**config.mk**
```make
export PLATFORM = sky130hd
export DESIGN_NAME = shot_turn_controller_flat
export DESIGN_NICKNAME = d
export VERILOG_FILES = /design/src/rtl/shot_turn_controller_pkg.sv /design/src/rtl/shot_turn_controller_if.sv /design/src/rtl/shot_turn_controller_charger.sv /design/src/rtl/shot_turn_controller.sv /design/src/flat_wrapper.sv
export SDC_FILE = /design/constraint.sdc
export NUM_CORES = 1
export LEC_CHECK = 0
export ABC_AREA = 1
export CAP_MARGIN = 15
export CORE_MARGIN = 4
export CORE_UTILIZATION = 56
export DETAILED_ROUTE_END_ITERATION = 16
export HOLD_SLACK_MARGIN = 0.12
export PLACE_DENSITY = 0.8
export SLEW_MARGIN = 0
export SYNTH_ARGS = -nofsm -noshare
export SYNTH_HDL_FRONTEND = slang
export SYNTH_SLANG_ARGS = --single-unit
```
**constraint.sdc**
```tcl
create_clock -name clk -period 4.23 [get_ports clk]
set_clock_uncertainty 0.2 [all_clocks]
set_input_delay 1.269 -clock clk [delete_from_list [all_inputs] [get_ports clk]]
set_output_delay 1.269 -clock clk [all_outputs]
set_load 0.05 [all_outputs]
```
**src/rtl/shot_turn_controller_pkg.sv**
```systemverilog
// Shared types and constants for the billiard shot/turn sequencing blocks.
// Compiled ahead of the interface and the modules that import billiard_pkg.
package billiard_pkg;

    localparam int AIM_W                  = 5;
    localparam int SPEED_W                = 12;
    localparam int POWER_W                = 6;
    localparam int FIXED_POINT_MULTIPLIER = 64;
    localparam int WHITE_BALL_ID          = 0;

    typedef enum logic [2:0] {
        AIM      = 3'd0,
        CHARGE   = 3'd1,
        FIRE     = 3'd2,
        ROLLING  = 3'd3,
        SETTLE   = 3'd4,
        TURN_END = 3'd5
    } turn_state_t;

endpackage

```
**src/rtl/shot_turn_controller_if.sv**
```systemverilog
// Player/table-side signal bundle of shot_turn_controller.
// The slave modport is the controller; the master modport is whoever drives keypad and ball status.
interface shot_turn_controller_if #(
    parameter int NUM_BALLS = 8
);
    import billiard_pkg::*;

    logic                        startOfFrame;
    logic                        shootKey;
    logic signed [AIM_W-1:0]     aimX;
    logic signed [AIM_W-1:0]     aimY;
    logic [NUM_BALLS-1:0]        ballMoving;
    logic [NUM_BALLS-1:0]        pocketed;
    logic                        shotLoad;
    logic signed [SPEED_W-1:0]   shotSpeedX;
    logic signed [SPEED_W-1:0]   shotSpeedY;
    logic [POWER_W-1:0]          power;
    logic                        player;
    logic [2:0]                  turnState;
    logic                        foul;
    logic                        respawnWhite;

    modport slave (
        input  startOfFrame, shootKey, aimX, aimY, ballMoving, pocketed,
        output shotLoad, shotSpeedX, shotSpeedY, power, player, turnState, foul, respawnWhite
    );

    modport master (
        output startOfFrame, shootKey, aimX, aimY, ballMoving, pocketed,
        input  shotLoad, shotSpeedX, shotSpeedY, power, player, turnState, foul, respawnWhite
    );

endinterface

```
**src/rtl/shot_turn_controller_charger.sv**
```systemverilog
// shot_power_charger: saturating charge-by-hold power counter and key-release detection.
// Counts only while charge_en is high; clear wins over counting.
module shot_power_charger
    import billiard_pkg::*;
#(
    parameter int MAX_POWER = 63
) (
    input  logic               clk,
    input  logic               reset,
    input  logic               start_of_frame,
    input  logic               shoot_key,
    input  logic               charge_en,
    input  logic               clear,
    output logic [POWER_W-1:0] power,
    output logic               shot_release
);

    logic [POWER_W-1:0] power_d, power_q;

    always_comb begin
        power_d      = power_q;
        shot_release = 1'b0;
        if (clear) begin
            power_d = '0;
        end else if (charge_en && start_of_frame) begin
            if (shoot_key) begin
                if (power_q < POWER_W'(MAX_POWER)) power_d = power_q + 1'b1;
            end else begin
                shot_release = 1'b1;
            end
        end
    end

    always_ff @(posedge clk or posedge reset) begin
        if (reset) power_q <= '0;
        else       power_q <= power_d;
    end

    assign power = power_q;

endmodule

```
**src/rtl/shot_turn_controller.sv**
```systemverilog
// Turn sequencer: aim/charge, one-shot white-ball launch, wait for table to settle, decide next player.
// Optional SHOT_TIMEOUT_EN adds a frame limit on AIM/CHARGE that forfeits the turn as a foul.
module shot_turn_controller
    import billiard_pkg::*;
#(
    parameter int NUM_BALLS     = 8,
    parameter int MAX_POWER     = 63,
    parameter int SETTLE_FRAMES = 4
`ifdef SHOT_TIMEOUT_EN
    ,
    parameter int TIMEOUT_FRAMES = 900
`endif
) (
    input  logic                  clk,
    input  logic                  reset,
    shot_turn_controller_if.slave bus
);

    localparam int SETTLE_W = $clog2(SETTLE_FRAMES + 1);

    turn_state_t                state_d, state_q;
    logic                       player_d, player_q;
    logic [NUM_BALLS-1:0]       flags_d, flags_q;
    logic [SETTLE_W-1:0]        settle_d, settle_q;
    logic                       skip_d, skip_q;
    logic                       shot_load_d, shot_load_q;
    logic signed [SPEED_W-1:0]  speed_x_d, speed_x_q;
    logic signed [SPEED_W-1:0]  speed_y_d, speed_y_q;
    logic [NUM_BALLS-1:0]       pocket_now;
    logic                       all_stopped;
    logic                       foul_c, respawn_c, power_clear;
    logic [POWER_W-1:0]         power;
    logic                       shot_release;

`ifdef SHOT_TIMEOUT_EN
    localparam int TMO_W = $clog2(TIMEOUT_FRAMES + 1);
    logic [TMO_W-1:0] tmo_cnt_d, tmo_cnt_q;
    logic             timed_out_d, timed_out_q;
`endif

    // -16 has no positive mirror in the aim range; fold it onto -15 so shots stay symmetric.
    function automatic logic signed [AIM_W-1:0] clamp_aim(input logic signed [AIM_W-1:0] a);
        if (a == {1'b1, {(AIM_W-1){1'b0}}}) return {1'b1, {(AIM_W-2){1'b0}}, 1'b1};
        return a;
    endfunction

    function automatic logic signed [SPEED_W-1:0] shot_speed(input logic signed [AIM_W-1:0] a,
                                                             input logic [POWER_W-1:0]      p);
        logic signed [SPEED_W-1:0] prod;
        prod = clamp_aim(a) * $signed({1'b0, p});
        return prod;
    endfunction

    shot_power_charger #(
        .MAX_POWER(MAX_POWER)
    ) u_charger (
        .clk           (clk),
        .reset         (reset),
        .start_of_frame(bus.startOfFrame),
        .shoot_key     (bus.shootKey),
        .charge_en     (state_q == CHARGE),
        .clear         (power_clear),
        .power         (power),
        .shot_release  (shot_release)
    );

    always_comb begin
        state_d     = state_q;
        player_d    = player_q;
        flags_d     = flags_q;
        settle_d    = settle_q;
        skip_d      = skip_q;
        shot_load_d = 1'b0;
        speed_x_d   = speed_x_q;
        speed_y_d   = speed_y_q;
        foul_c      = 1'b0;
        respawn_c   = 1'b0;
        power_clear = 1'b0;
        all_stopped = (bus.ballMoving == '0);
        pocket_now  = flags_q | bus.pocketed;
`ifdef SHOT_TIMEOUT_EN
        tmo_cnt_d   = tmo_cnt_q;
        timed_out_d = timed_out_q;
`endif

        if (state_q != AIM && state_q != CHARGE) flags_d = pocket_now;

        case (state_q)
            AIM: begin
                if (bus.startOfFrame && bus.shootKey && all_stopped) state_d = CHARGE;
            end
            CHARGE: begin
                // Operands are captured on entry so shotLoad and the speeds appear together during FIRE.
                if (shot_release) begin
                    if (power == '0) begin
                        state_d = AIM;
                    end else begin
                        state_d     = FIRE;
                        shot_load_d = 1'b1;
                        speed_x_d   = shot_speed(bus.aimX, power);
                        speed_y_d   = shot_speed(bus.aimY, power);
                    end
                end
            end
            FIRE: begin
                state_d = ROLLING;
                skip_d  = 1'b1;
            end
            ROLLING: begin
                // Motion blocks see the new speed one frame late, so the first frame can read all-stopped.
                if (bus.startOfFrame) begin
                    if (skip_q) begin
                        skip_d = 1'b0;
                    end else if (all_stopped) begin
                        state_d  = SETTLE;
                        settle_d = SETTLE_W'(1);
                    end
                end
            end
            SETTLE: begin
                if (bus.startOfFrame) begin
                    if (!all_stopped) begin
                        state_d  = ROLLING;
                        settle_d = '0;
                    end else begin
                        settle_d = settle_q + 1'b1;
                        if (settle_d == SETTLE_W'(SETTLE_FRAMES)) state_d = TURN_END;
                    end
                end
            end
            TURN_END: begin
                state_d     = AIM;
                flags_d     = '0;
                settle_d    = '0;
                power_clear = 1'b1;
`ifdef SHOT_TIMEOUT_EN
                timed_out_d = 1'b0;
                if (timed_out_q) begin
                    foul_c   = 1'b1;
                    player_d = ~player_q;
                end else
`endif
                if (pocket_now[WHITE_BALL_ID]) begin
                    foul_c    = 1'b1;
                    respawn_c = 1'b1;
                    player_d  = ~player_q;
                end else if (pocket_now == '0) begin
                    player_d = ~player_q;
                end
            end
            default: state_d = AIM;
        endcase

`ifdef SHOT_TIMEOUT_EN
        // Timeout outranks a release on the same frame: the shot is cancelled, not fired.
        if ((state_q == AIM || state_q == CHARGE) && bus.startOfFrame) begin
            tmo_cnt_d = tmo_cnt_q + 1'b1;
            if (tmo_cnt_d == TMO_W'(TIMEOUT_FRAMES)) begin
                state_d     = TURN_END;
                timed_out_d = 1'b1;
                shot_load_d = 1'b0;
                speed_x_d   = speed_x_q;
                speed_y_d   = speed_y_q;
            end
        end
        if (state_d == AIM && state_q != AIM) tmo_cnt_d = '0;
`endif
    end

    always_ff @(posedge clk or posedge reset) begin
        if (reset) begin
            state_q     <= AIM;
            player_q    <= 1'b0;
            flags_q     <= '0;
            settle_q    <= '0;
            skip_q      <= 1'b0;
            shot_load_q <= 1'b0;
            speed_x_q   <= '0;
            speed_y_q   <= '0;
        end else begin
            state_q     <= state_d;
            player_q    <= player_d;
            flags_q     <= flags_d;
            settle_q    <= settle_d;
            skip_q      <= skip_d;
            shot_load_q <= shot_load_d;
            speed_x_q   <= speed_x_d;
            speed_y_q   <= speed_y_d;
        end
    end

`ifdef SHOT_TIMEOUT_EN
    always_ff @(posedge clk or posedge reset) begin
        if (reset) begin
            tmo_cnt_q   <= '0;
            timed_out_q <= 1'b0;
        end else begin
            tmo_cnt_q   <= tmo_cnt_d;
            timed_out_q <= timed_out_d;
        end
    end
`endif

    assign bus.shotLoad     = shot_load_q;
    assign bus.shotSpeedX   = speed_x_q;
    assign bus.shotSpeedY   = speed_y_q;
    assign bus.power        = power;
    assign bus.player       = player_q;
    assign bus.turnState    = state_q;
    assign bus.foul         = foul_c;
    assign bus.respawnWhite = respawn_c;

endmodule

```
**src/flat_wrapper.sv**
```systemverilog
// flat-port wrapper written by rule: the top's interface ports become plain ports
module shot_turn_controller_flat import billiard_pkg::*;
#(
    parameter int NUM_BALLS     = 8,
    parameter int MAX_POWER     = 63,
    parameter int SETTLE_FRAMES = 4

)
  (clk, reset, bus_startOfFrame, bus_shootKey, bus_aimX, bus_aimY, bus_ballMoving, bus_pocketed, bus_shotLoad, bus_shotSpeedX, bus_shotSpeedY, bus_power, bus_player, bus_turnState, bus_foul, bus_respawnWhite);
  shot_turn_controller_if #(.NUM_BALLS(NUM_BALLS)) bus_i ();
  input  logic clk;
  input  logic reset;
  input wire logic [$bits(bus_i.startOfFrame)-1:0] bus_startOfFrame;
  input wire logic [$bits(bus_i.shootKey)-1:0] bus_shootKey;
  input wire logic [$bits(bus_i.aimX)-1:0] bus_aimX;
  input wire logic [$bits(bus_i.aimY)-1:0] bus_aimY;
  input wire logic [$bits(bus_i.ballMoving)-1:0] bus_ballMoving;
  input wire logic [$bits(bus_i.pocketed)-1:0] bus_pocketed;
  output wire logic [$bits(bus_i.shotLoad)-1:0] bus_shotLoad;
  output wire logic [$bits(bus_i.shotSpeedX)-1:0] bus_shotSpeedX;
  output wire logic [$bits(bus_i.shotSpeedY)-1:0] bus_shotSpeedY;
  output wire logic [$bits(bus_i.power)-1:0] bus_power;
  output wire logic [$bits(bus_i.player)-1:0] bus_player;
  output wire logic [$bits(bus_i.turnState)-1:0] bus_turnState;
  output wire logic [$bits(bus_i.foul)-1:0] bus_foul;
  output wire logic [$bits(bus_i.respawnWhite)-1:0] bus_respawnWhite;
  assign bus_i.startOfFrame = bus_startOfFrame;
  assign bus_i.shootKey = bus_shootKey;
  assign bus_i.aimX = bus_aimX;
  assign bus_i.aimY = bus_aimY;
  assign bus_i.ballMoving = bus_ballMoving;
  assign bus_i.pocketed = bus_pocketed;
  assign bus_shotLoad = bus_i.shotLoad;
  assign bus_shotSpeedX = bus_i.shotSpeedX;
  assign bus_shotSpeedY = bus_i.shotSpeedY;
  assign bus_power = bus_i.power;
  assign bus_player = bus_i.player;
  assign bus_turnState = bus_i.turnState;
  assign bus_foul = bus_i.foul;
  assign bus_respawnWhite = bus_i.respawnWhite;
  shot_turn_controller #(.NUM_BALLS(NUM_BALLS), .MAX_POWER(MAX_POWER), .SETTLE_FRAMES(SETTLE_FRAMES)) u_core (.clk(clk), .reset(reset), .bus(bus_i));
endmodule
```
After elaboration in Yosys (flattened, before gate mapping)
Index checks and enable logic that the tools add are counted.
- latch bits: 0
- flip-flop bits (word level): 47
- output and inout bits: 37
- memories: 0
- bits of input ports: 30
- memory bits (writable): 0
- ROM bits: 0
- divide/modulo/power cells: 0
- reductions and logical operators: 22
- mux-type cells: 53
- $lt $le $gt $ge: 1
- $add $sub $neg: 2
- equal/unequal tests: 16
- $mul: 2
- shift-type cells: 0
- bitwise gates (word level): 3
- operators by type and width (kind ; count):
    5-bit 2-to-1 mux ; 10
    3-bit 2-to-1 mux ; 13
    5-bit by 7-bit multiplier with 12-bit output ; 2
    6-bit 2-to-1 mux ; 4
    1-bit 2-to-1 mux ; 20
    8-bit zero test ; 2
    8-bit 2-to-1 mux ; 2
    3-bit case mux with 5 select lines ; 1
    2-bit nonzero test ; 6
    5-bit equality test (second input constant) ; 2
    3-bit equality test (second input constant) ; 3
    3-bit case mux with 3 select lines ; 1
    8-bit bitwise OR ; 1
    7-bit AND reduction ; 1
    6-bit by 1-bit adder with 6-bit output (second input constant) ; 1
    3-bit by 2-bit equality test with 1-bit output (second input constant) ; 2
    6-bit zero test ; 1
    6-bit less-than comparator (second input constant) ; 1
    2-bit by 1-bit inequality test with 1-bit output (second input constant) ; 3
    2-bit inequality test (second input constant) ; 3
    3-bit AND reduction ; 2
    3-bit nonzero test ; 2
    5-bit AND reduction ; 1
    1-bit logical AND ; 4
    other kinds (9) ; 11

Depth between registers and ports, before layout
- depth in word-level cells: 11
- mapped depth: 19
- gate-level depth less buffers: 19

Cells and area by module
Synthesis repeated with hierarchy kept, for this count alone.
- cell total of the unflattened synthesis: 608
- area, all modules: 4540.6 µm²
- by module, submodules not included (module ; area each (µm²) ; seq. area each (µm²) ; cells an instance ; instances):
    shot_turn_controller ; 4137.7 ; 1026.0 ; 553 ; 1
    shot_power_charger ; 402.9 ; 150.1 ; 55 ; 1

Least setup slack after synthesis
OpenSTA, ideal clock, no wires.
- path kind: input-to-reg
- start point: input port bus_aimY[1]
- end point: register u_core.speed_y_q[11], in the netlist u_core.bus.shotSpeedY[11]
- data required time: 3.912 ns
- setup slack: -0.302 ns
- cell stages on the path: 16
- data arrival time: 4.214 ns
- buffers on the path: 0
- cell sequence: nor2_1 nand2_1 o21bai_1 inv_1 nor2_1 fa_1 inv_1 fa_1 fa_1 fa_1 o21ai_0 nand2_1 nand2_1 nand2_1 nand3_1 nand2_1
- word-level cells in the longest chain between the ends: 10
- ends and longest elaborated chain (what ; RTL line ; text):
    from (decl) ; flat_wrapper.sv:16 ; input wire logic [$bits(bus_i.aimY)-1:0] bus_aimY;
    5-bit equality test ; shot_turn_controller.sv:43 ; if (a == {1'b1, {(AIM_W-1){1'b0}}}) return {1'b1, {(AIM_W-2){1'b0}}, 1'b1};
    1-bit 2-to-1 mux ; shot_turn_controller.sv:43 ;
    1-bit 2-to-1 mux ; shot_turn_controller.sv:95 ; if (power == '0) begin
    1-bit 2-to-1 mux ; shot_turn_controller.sv:94 ; if (shot_release) begin
    1-bit 2-to-1 mux ; shot_turn_controller.sv:88 ; case (state_q)
    5-bit 2-to-1 mux (*) ; shot_turn_controller.sv:44 ; return a;
    5-bit 2-to-1 mux (*) ; shot_turn_controller.sv:95 ;
    5-bit 2-to-1 mux (*) ; shot_turn_controller.sv:94 ;
    5-bit 2-to-1 mux (*) ; shot_turn_controller.sv:88 ;
    5-bit by 7-bit multiplier with 12-bit output (*) ; shot_turn_controller.sv:50 ; prod = clamp_aim(a) * $signed({1'b0, p});
    to (signal assigned) ; shot_turn_controller.sv:188 ; speed_y_q <= speed_y_d;
    to (decl) ; shot_turn_controller.sv:28 ; logic signed [SPEED_W-1:0] speed_y_d, speed_y_q;
Every way passes the cells marked *; elsewhere a longest branch is shown, timed or not. The select of a mux whose other input is x is not followed.
A chain may end at the register's enable or synchronous reset.

Worst setup path after layout
- start point: input port bus_aimY[0]
- end point: register u_core.speed_y_q[11], in the netlist u_core.bus.shotSpeedY[11]
Same word-level chain as after synthesis.

==> Flow_metrics.wiki <==
{| class="wikitable"
! Metric !! Value
|-
| Result of the run || finished clean
|-
| Highest ir drop seen on vdd || 321 µV
|-
| Remaining design rule violation count || 0
|-
| Final Hold Fails || 0
|-
| Final slew viol count || 0
|-
| Via count of the first global-routing pass || 4,160
|-
| Final #Nets || 783
|-
| Arr. time, crit path || 4220 ps
|-
| Area share of the leading cell type in the synthesized netlist || 26.7%
|-
| Clock period minus worst slack || 4200 ps
|-
| GR Overflow Total || 0
|-
| Worst slew margin relative to its limit || 61.1%
|-
| Proportion of layout cells with a drive suffix above 1 || 20.1%
|-
| Internal power summed over all cells || 1.58 mW
|-
| Critical Path Sink Type || flip-flop
|-
| Leading post-synthesis cells by cell area || dfrtp_1 27%, ha_1 15%, nand2_1 13%
|-
| Die area || 9350 µm²
|-
| Pwr dens || 551 nW/µm²
|-
| Launching element type of the critical path || input port
|-
| Top cell type by total area after synthesis || dfrtp_1
|-
| Number of core rows || 32
|-
| Primary FF master, synth || dfrtp_1
|-
| Hold buffer count at cts || 0
|-
| Required time at the worst-slack endpoint || 4250 ps
|-
| Number of DRC markers after the initial detailed-route iteration || 255
|-
| Port Buffer Count || 66
|-
| Worst skew pair latency || 320 ps
|-
| Setup violations, final || 0
|-
| Area of the mapped netlist || 4410 µm²
|-
| Reg power frac || 23.8%
|-
| Half-perimeter wire length after detailed placement || 7.84 mm
|-
| Post-DR vias/cell || 5.29
|-
| Clock input transition at the sequential cells of the worst setup and hold paths || 100 ps
|-
| Layout-stage area growth over the synthesis result || 31.4%
|-
| Buffer levels on the longest clock path || 2
|-
| Total core area || 7690 µm²
|-
| Gp weighted congestion || 0.877
|-
| Fraction of registers with async set or reset after synthesis || 100%
|-
| Cells after synthesis || 581
|-
| Effective utilization at floorplan || 57.3%
|-
| Clock Sink Count || 47
|-
| Synthesized net count || 689
|-
| Count of nets left with antenna violations after detail routing || 0
|-
| Count of antenna diodes in the layout || 0
|-
| Number of buffers created by CTS || 5
|-
| Maximum frequency from static timing analysis || 238 MHz
|-
| Worst hold margin || 285 ps
|-
| Switching power total || 1.61 mW
|-
| CTS tree || built
|-
| Count of distinct cell types in the synthesized netlist || 39
|-
| Antenna violations before repair || 0
|-
| Type of the setup path with the least slack || in -> reg
|-
| Static Leak || 3.10 nW
|-
| Maximum fanout count along the critical path || 4
|-
| First-pass GRT wire length || 18.4 mm
|-
| Number of top-level pins || 67
|-
| Unrepaired setup endpoints after global routing || yes
|-
| Filler Cells Inserted || 548
|-
| Number of H-tree levels || 2
|-
| Part of the Yosys area used for sequential elements || 26.7%
|-
| Share of the clock period used by the worst path after layout || 99.2%
|-
| Root cell of the clock tree || clkbuf_8
|-
| Finished Core Util || 75.3%
|-
| Maximum capacitance violations || 0
|-
| Global Route Usage Sum || 23.5%
|-
| Type of the most critical hold path || reg -> reg
|-
| Share of total power in the clock network || 11.2%
|-
| Post-synth EDFFs || 0
|-
| Accumulated negative setup slack || 0 ps
|-
| Part of the total power dissipated in combinational logic || 65.0%
|-
| Horiz. Die Dim || 96.7 µm
|-
| Average footprint of a synthesized cell || 7.58 µm²
|-
| Routed length per placed instance || 14.6 µm
|-
| Least-Margin Pin Slew || 583 ps
|-
| Pin count of the biggest net entering global routing || 48
|-
| Switching Fraction || 50.4%
|-
| Flop and latch count out of synthesis || 47
|-
| Routed Wire Length || 11.3 mm
|-
| Die span in y || 96.7 µm
|-
| YS warnings || 0
|-
| Total number of vias || 4,113
|-
| First drt pass iteration count || 4
|}
[placed cells by master (no fill, tap or decap), types with 5 or more instances in the layout]
cell type and n:
nand3_1 17, nor2_4 7, inv_2 13, buf_4 33, fa_1 23, clkdlybuf4s50_1 54
nand3_2 6, ha_4 8, inv_1 101, a21oi_1 18, dfrtp_1 47, nor2_2 10
ha_1 42, nand2_2 15, nand2_1 144, o21ai_0 10, o21ai_1 11, nor2_1 43
clkbuf_8 5
[timing repair]
item / CTS / global route
setup endpoints to repair: 16 / 14
pin swaps: 28 / 32
gates cloned: 0 / 0
gates resized for setup: 55 / 36
setup buffers: 2 / 0
[synthesized netlist by cell type, types with 6 or more instances]
| library cell | number |
|---|---|
| a21oi_1 | 23 |
| buf_2 | 6 |
| dfrtp_1 | 47 |
| fa_1 | 26 |
| ha_1 | 52 |
| inv_1 | 108 |
| inv_2 | 7 |
| nand2_1 | 155 |
| nand2_2 | 6 |
| nand3_1 | 21 |
| nor2_1 | 53 |
| o21ai_0 | 11 |
| o21ai_1 | 11 |
[critical path, cell delays in order]
cell and delay (ps):
clkdlybuf4s15_1 180, o21bai_1 160, inv_1 110, buf_6 130, nor2_2 30, ha_1 310
fa_1 550, inv_2 50, fa_1 490, inv_2 50, ha_4 310, nand2_4 60
o21ai_4 200, nand2_2 90, nand2_2 50, nand2_1 40, nand3_1 60, nand2_1 50
[layer usage]
| metal | global-route usage (%) | up-vias | wire length [µm] |
|---|---|---|---|
| met5 | 0 | - | 0 |
| met4 | 7.88 | 0 | 269 |
| met3 | 4.47 | 24 | 681 |
| met2 | 42.0 | 136 | 5870 |
| met1 | 28.2 | 1984 | 4520 |
| li1 | - | 1969 | - |
[metrics by stage]
stage,power (mW),setup WS (ps),instances,cell area (µm²)
2_1_floorplan,2.08,-3.41,581,4470
3_5_place_dp,2.66,-781,767,5430
6_report,3.19,33.3,778,5790
3_3_place_gp,2.61,-693,767,5430
4_1_cts,3.09,-46.4,777,5640
5_1_grt,3.43,-98.7,778,5790
[logic make-up after synthesis]
kind of cell / synth area share (%)
adder cells (fa/ha/maj): 26.6
AND/OR/NAND/NOR: 26.7
AO/OA/AOI/OAI: 6.93
flip-flops: 26.7
XOR/XNOR: 0.994
buffers and inverters: 12.1
[layout make-up]
type / count / area (µm²) / share of cell area [%]
clock inverters: 3 / 46.3 / 0.799
flip-flops and latches: 47 / 1180 / 20.3
inverters: 118 / 450 / 7.78
multi-input cells: 402 / 2960 / 51.1
well taps: 102 / 128 / 2.20
clock buffers: 5 / 68.8 / 1.19
repair buffers: 101 / 962 / 16.6
[power groups by stage]
stage                     combinational (mW)  sequential [mW]  clock, mW
after floorplan                        0.906             1.17          0
after global placement                  1.85            0.755          0
after detailed placement                1.90            0.766          0
after CTS                               1.97            0.757      0.363
after global routing                    2.26            0.783      0.388
final                                   2.07            0.759      0.357
[registers in the layout, indices dropped and copies added (netlist names)]
signal	flops
u_core.bus.shotLoad	1
u_core.bus.shotSpeedX	12
u_core.settle_q	3
u_core.bus.shotSpeedY	12
u_core.flags_q	8
u_core.bus.player	1
u_core.u_charger.power	6
u_core.bus.turnState	3
u_core.skip_q	1
[path summary, 6_finish.rpt]
path                                      startpoint  depth (start not counted)                         to  slack (ps)
max in group asynchronous                      reset                          3  u_core.u_charger.power[4]        2180
min                         u_core.bus.shotSpeedY[2]                          2   u_core.bus.shotSpeedY[2]         280
min reg2reg                 u_core.bus.shotSpeedY[2]                          2   u_core.bus.shotSpeedY[2]         280
min in group asynchronous                      reset                          2    u_core.bus.turnState[2]        1120
max                                      bus_aimY[0]                         18  u_core.bus.shotSpeedY[11]          30
max reg2reg                u_core.u_charger.power[3]                         14  u_core.bus.shotSpeedY[11]         540
Power figures use the tool's default switching activity.
